File: src/rtl/aggregation_fsm.sv
// Purpose: GCN aggregation controller; walks COO edges, accumulates FM_WM rows, streams result rows out.
// Latency: 1 (CLEAR) + 3 per edge + 1 per row written; done_agg rises one cycle after entering AGG_DONE.
// Backpressure: wr_valid/wr_addr held stable while wr_ready=0; each stalled cycle adds one cycle.
//
// Ports:
//   clk, reset_n          clock (rising edge), asynchronous active-low reset
//   done_comb             level start request from the combination phase
//   coo_en/coo_addr       COO edge read; coo_row_in/coo_col_in return one cycle later
//   fm_wm_en/fm_wm_addr   FM_WM source-row read
//   acc_clear/acc_en/acc_row  accumulator control
//   wr_valid/wr_ready/wr_addr result-row write handshake (wr_addr also selects the accumulator row)
//   done_agg, edge_err, busy  status
module aggregation_fsm #(
  parameter int COO_NUM_OF_COLS     = 6,
  parameter int COO_BW              = 3,
  parameter int DOT_PROD_ROWS       = 6,
  parameter int DOT_PROD_ROWS_WIDTH = 3
) (
  input  logic                           clk,
  input  logic                           reset_n,
  input  logic                           done_comb,
  output logic                           coo_en,
  output logic [COO_BW-1:0]              coo_addr,
  input  logic [DOT_PROD_ROWS_WIDTH-1:0] coo_row_in,
  input  logic [DOT_PROD_ROWS_WIDTH-1:0] coo_col_in,
  output logic                           fm_wm_en,
  output logic [DOT_PROD_ROWS_WIDTH-1:0] fm_wm_addr,
  output logic                           acc_clear,
  output logic                           acc_en,
  output logic [DOT_PROD_ROWS_WIDTH-1:0] acc_row,
  output logic                           wr_valid,
  input  logic                           wr_ready,
  output logic [DOT_PROD_ROWS_WIDTH-1:0] wr_addr,
  output logic                           done_agg,
  output logic                           edge_err,
  output logic                           busy
);

  typedef enum logic [2:0] {
    IDLE         = 3'd0,
    CLEAR        = 3'd1,
    FETCH_EDGE   = 3'd2,
    LOOKUP       = 3'd3,
    ACCUM        = 3'd4,
    WRITE_RESULT = 3'd5,
    AGG_DONE     = 3'd6
  } state_t;

  localparam logic [COO_BW-1:0]              LAST_EDGE = COO_BW'(COO_NUM_OF_COLS - 1);
  localparam logic [DOT_PROD_ROWS_WIDTH-1:0] LAST_ROW  = DOT_PROD_ROWS_WIDTH'(DOT_PROD_ROWS - 1);

  state_t                         state, state_nxt;
  logic [COO_BW-1:0]              edge_cnt;
  logic [DOT_PROD_ROWS_WIDTH-1:0] row_cnt;
  logic [DOT_PROD_ROWS_WIDTH-1:0] dst_row;
  logic                           skip;
  logic                           edge_err_q;
  logic                           done_q;
  logic                           bad_edge;
  logic                           last_edge;
  logic                           last_row;

  // Zero-extend before comparing so a row index field wider than needed
  // (e.g. 7 with R=6) is caught rather than truncated.
  assign bad_edge  = (32'(coo_row_in) >= DOT_PROD_ROWS) || (32'(coo_col_in) >= DOT_PROD_ROWS);
  assign last_edge = (edge_cnt == LAST_EDGE);
  assign last_row  = (row_cnt == LAST_ROW);

  assign busy     = (state != IDLE) && (state != AGG_DONE);
  assign edge_err = edge_err_q;
  assign done_agg = done_q;

  always_ff @(posedge clk or negedge reset_n) begin
    if (!reset_n) begin
      state <= IDLE;
    end else begin
      state <= state_nxt;
    end
  end

  always_comb begin
    state_nxt  = state;
    coo_en     = 1'b0;
    coo_addr   = '0;
    fm_wm_en   = 1'b0;
    fm_wm_addr = '0;
    acc_clear  = 1'b0;
    acc_en     = 1'b0;
    acc_row    = '0;
    wr_valid   = 1'b0;
    wr_addr    = '0;
    case (state)
      IDLE: begin
        if (done_comb) state_nxt = CLEAR;
      end
      CLEAR: begin
        acc_clear = 1'b1;
        state_nxt = FETCH_EDGE;
      end
      FETCH_EDGE: begin
        coo_en    = 1'b1;
        coo_addr  = edge_cnt;
        state_nxt = LOOKUP;
      end
      LOOKUP: begin
        // COO data arrives this cycle; issue the FM_WM read straight from it
        // so the row is ready for ACCUM without an extra cycle.
        fm_wm_en   = !bad_edge;
        fm_wm_addr = coo_col_in;
        state_nxt  = ACCUM;
      end
      ACCUM: begin
        acc_en    = !skip;
        acc_row   = dst_row;
        state_nxt = last_edge ? WRITE_RESULT : FETCH_EDGE;
      end
      WRITE_RESULT: begin
        wr_valid = 1'b1;
        wr_addr  = row_cnt;
        if (wr_ready && last_row) state_nxt = AGG_DONE;
      end
      AGG_DONE: begin
        state_nxt = AGG_DONE;
      end
      default: begin
        state_nxt = IDLE;
      end
    endcase
  end

  always_ff @(posedge clk or negedge reset_n) begin
    if (!reset_n) begin
      edge_cnt   <= '0;
      row_cnt    <= '0;
      dst_row    <= '0;
      skip       <= 1'b0;
      edge_err_q <= 1'b0;
      done_q     <= 1'b0;
    end else begin
      case (state)
        IDLE: begin
          if (done_comb) begin
            edge_cnt <= '0;
            row_cnt  <= '0;
          end
        end
        LOOKUP: begin
          dst_row <= coo_row_in;
          skip    <= bad_edge;
          if (bad_edge) edge_err_q <= 1'b1;
        end
        ACCUM: begin
          skip <= 1'b0;
          if (!last_edge) edge_cnt <= edge_cnt + COO_BW'(1);
        end
        WRITE_RESULT: begin
          if (wr_ready && !last_row) row_cnt <= row_cnt + DOT_PROD_ROWS_WIDTH'(1);
        end
        AGG_DONE: begin
          done_q <= 1'b1;
        end
        default: begin
        end
      endcase
    end
  end

endmodule

File: config.mk
export PLATFORM = sky130hd
export DESIGN_NAME = aggregation_fsm
export DESIGN_NICKNAME = d
export VERILOG_FILES = /design/src/rtl/aggregation_fsm.sv
export SDC_FILE = /design/constraint.sdc
export NUM_CORES = 1
export LEC_CHECK = 0
export ABC_AREA = 1
export CORE_MARGIN = 3
export CORE_UTILIZATION = 41
export CTS_CLUSTER_SIZE = 20
export DETAILED_ROUTE_END_ITERATION = 12
export PLACE_DENSITY = 0.73
export SLEW_MARGIN = 10
export SYNTH_ARGS = -nofsm -noshare
export SYNTH_HDL_FRONTEND = slang
export SYNTH_SLANG_ARGS = --single-unit
export TNS_END_PERCENT = 20
File: constraint.sdc
create_clock -name clk -period 1.55 [get_ports clk]
set_input_delay 0.31 -clock clk [delete_from_list [all_inputs] [get_ports clk]]
set_output_delay 0.31 -clock clk [all_outputs]
set_load 0.005 [all_outputs]
### Word-level counts from Yosys, hierarchy flattened

Index checks and enable logic that the tools add are counted.

* word-level logic and storage cells: 59
* bits of input ports: 10
* output and inout bits: 20
* register bits after elaboration: 15

* eq/ne operators: 13
* multiplexer cells: 19
* magnitude comparators: 2
* reductions and logical operators: 16
* add/subtract/negate cells: 2

Operators with widths (count)
* two-way mux 3 bit: 10
* one-hot mux 3 bit (7 select lines): 1
* == test 3 bit (second input constant): 5
* one-hot mux 3 bit (2 select lines): 2
* inequality test 2 bit (second input constant): 4
* adder 3 x 1 -> 3 bit (second input constant): 2
* == test 3 x 2 -> 1 bit (second input constant): 2
* >= comparator 3 bit (second input constant): 2
* AND reduction 3 bit: 2
* nonzero test 2 bit: 3
* two-way mux 1 bit: 5
* AND reduction 2 bit: 2
* == test 3 x 1 -> 1 bit (second input constant): 1
* logical AND 1 bit: 3
* logical NOT 1 bit: 3
* logical NOT 3 bit: 1
* inequality test 3 bit (second input constant): 1
* nonzero test 3 bit: 1
* one-hot mux 1 bit (2 select lines): 1
* logical OR 1 bit: 1

### Logic depth before layout (Yosys ltp)

* depth in word-level cells: 5
* mapped depth: 8
* gate-level depth less buffers: 8

### Worst setup path before layout

Ideal clock, no wire load.

* path type: reg2out
* start: register state[0]
* end: output fm_wm_en
* path buffers: 0
* cell stages (with the launch flop): 5
* path slack: 0.308 ns
* arrival time: 0.932 ns
* required time: 1.240 ns
* cell sequence: dfrtp_1 > nand2_1 > nor2_4 > inv_1 > nor2_1

* cells in the longest elaborated chain, start to end: 2

Ends and longest elaborated chain
* from (decl): RTL line 52 `state_t state, state_nxt;`
* from (signal assigned): RTL line 77 `state <= state_nxt;`
* == test 3 x 2 -> 1 bit: RTL line 92 `case (state)`
* two-way mux 1 bit: RTL line 92
* to (decl): RTL line 26 `output logic fm_wm_en,`

Every way passes these cells.

### Final worst setup path

* start: register state[1]
* end: output acc_row[0]

* cells in the longest elaborated chain, start to end: 2

Ends and longest elaborated chain
* == test 3 bit: RTL line 92
* two-way mux 3 bit: RTL line 92
* to (decl): RTL line 30 `output logic [DOT_PROD_ROWS_WIDTH-1:0] acc_row,`

Every way passes these cells.

==> flow_metrics.tcl <==
set metrics [dict create \
    yosysTopAreaCellShare 0.408 \
    worst_slack_ns -0.133 \
    hold_slack_ns 0.320 \
    antenna_found_initial 0 \
    synth_compound_area_frac 0.0571 \
    layout.nets 207 \
    area_growth_syn_to_layout_pct 73.3 \
    grt_pass1_vias 1128 \
    max-cap-violations 0 \
    synthMuxAreaShare 0 \
    grt_pass1_wl_um 4810 \
    finalCritPeriodShare 1.09 \
    grt-ovfl-total 0 \
    yosys-top-cells-area "dfrtp_1, nand2_1, nor2_1" \
    clock-sinks 15 \
    synth-edff-count 0 \
    finClkSkew_ns 0.00293 \
    die_w_um 53.4 \
    portBuffers 29 \
    max_freq_ghz 0.594 \
    met2_usage 0.431 \
    synthCells 125 \
    cp-end-kind "output port" \
    synthTopCellsByCount "nand2_1, nor2_1, inv_1" \
    reg2reg_slack_ns 0 \
    place_inst 196 \
    viasPerCell 4.97 \
    cp_max_fo 5 \
    ioPinCount 30 \
    die_area_um2 2850 \
    drtPass1Iterations 4 \
    num_vias 1089 \
    grtUsageMet3 0.0394 \
    hold_viol 0 \
    startpoint "state[1]" \
    start_kind "register" \
    coreArea_um2 2040 \
    syn-num-nets 139 \
    synth_top_family_by_area "simple AND/OR/NAND/NOR gates" \
    htreeDepth 1 \
    seq_area_frac_synth 0.408 \
    rr_startpoint "state[1]" \
    violations "negative setup slack" \
    layout.cells.non_filler 219 \
    clk_latency_ns 0.30 \
    r2r-end "row_cnt[1]" \
    finalSetupTns_ns -1.56 \
    initial_core_util 0.450 \
    layout-drive-gt1-share 0.469 \
    required_ns 1.24 \
    slew_viol_final 0 \
    yosysWarningCount 0 \
    slew_headroom 0.841 \
    syn_area_per_cell_um2 7.36 \
    drt-wirelength-per-cell_um 14.1 \
    drt_iter0_markers 27 \
    pwr_density_cell_nw_per_um2 1750 \
    rows 16 \
    hp-class "in -> async" \
    yosysMostFrequentCell "nand2_1" \
    setup_violations 18 \
    synth_cell_types 22 \
    synth_area_leader_cell "dfrtp_1" \
    use_met1 0.256 \
    grt_usage 0.235 \
    layout_min_cycle_time_ns 1.68 \
    num_antenna_cells 0 \
    synth_xor_xnor_area_share 0.00952 \
    yosys.area_share.simple 0.362 \
    grt-busiest-layer "met2" \
    die_h_um 53.4 \
    leakagePower_nw 0.820 \
    critPathKind "reg -> out" \
    cts-root-buf "clkbuf_4" \
    fill_cells 154 \
    arrival_ns 1.37 \
    cts.clk_slew.worst_paths_ns 0.10 \
    rsz0062_at_grt "true" \
    cts_buffers 3 \
    synth_adder_area_share 0.0544 \
    gp_congestion 0.851 \
    ys_ff_latch 15 \
    endpoint "acc_row[0]" \
    clockBufferDepth 2 \
    worst_pin_slew_ns 0.238 \
    hpwl_um 1830 \
    syn_area_um2 920 \
    outcome "finished, violations left" \
    async_flop_share 1.00 \
    ir_worst_vdd_mv 0.987 \
    drt.antenna.violating_nets 0 \
    cts_tree "yes" \
    ff2ff_path_depth 9 \
    drc 0 \
    wirelength_um 3090 \
    ys.flop_type "dfrtp_1" \
    grt_max_degree 16 \
]
per-layer routing:
layer | part of all wire | routed length (um)
met2 | 0.53 | 1630
met3 | 0.053 | 165
met4 | 0.036 | 112
met5 | 0 | 0
met1 | 0.38 | 1180
through the flow:
step	total power [mW]	instance area, um^2	setup WS (ns)	utilization
after floorplan	1.24	920	0.308	-
after global placement	1.81	1350	-0.280	0.661
after detailed placement	1.85	1350	-0.339	0.661
after CTS	2.46	1490	-0.134	0.729
after global routing	2.97	1590	-0.188	0.781
final	2.79	1590	-0.133	0.781
worst min path at each step:
| stage | end | slack (ns) | cells after the start |
|---|---|---|---|
| after floorplan | done_agg | 0.01 | 0 |
| after global placement | edge_err | 0.45 | 2 |
| after detailed placement | edge_err | 0.46 | 2 |
| after CTS | edge_cnt[2] | 0.33 | 2 |
| after global routing | edge_cnt[2] | 0.33 | 2 |
| final | state[0] | 0.32 | 2 |
cell usage in the layout, fill, tap and decap left out, drive strengths merged:
cell type / instances
nand2: 31
a21boi: 1
nor3: 2
inv: 23
o21ai: 8
nand3: 7
nor2: 25
nand4: 3
nor3b: 1
clkdlybuf4s50: 11
dfrtp: 15
ha: 4
buf: 48
nand3b: 1
or2: 1
xnor2: 1
clkinv: 1
a21oi: 1
clkbuf: 5
clkdlybuf4s15: 3
report_power, final:
part / switching [mW] / internal, mW
Combinational: 0.921 / 0.955
Sequential: 0.130 / 0.536
Clock: 0.148 / 0.0963
cell families after synthesis:
kind of cell	Yosys count
adder cells (fa/ha/maj)	4
AO/OA/AOI/OAI	10
AND/OR/NAND/NOR	71
buffers and inverters	24
XOR/XNOR	1
flip-flops	15
registers in the layout (all words and copies together) (netlist names):
name,count
done_agg,1
dst_row,3
edge_cnt,3
edge_err,1
row_cnt,3
skip,1
state,3
final cells by class:
cell class,instances,area (um^2),area share
Inverter,23,91.3,0.0573
Clock inverter,1,5.00,0.00314
Multi-Input combinational cell,86,538,0.338
Clock buffer,3,22.5,0.0141
Tap cell,27,33.8,0.0212
Sequential cell,15,378,0.237
Timing Repair Buffer,64,526,0.330
critical path: stages, from the launching register on:
cell	delay (ns)
dfrtp_2	0.47
buf_4	0.16
nor2_4	0.14
nand2_4	0.10
nor2_2	0.08
buf_2	0.11
repair_timing:
action,CTS,global route
buffers inserted,13,10
resized for setup,91,26
pin swaps,8,11
cloned,0,0
hold buffers,0,0
endpoints found under the setup margin,18,22
Power figures use the tool's default switching activity.
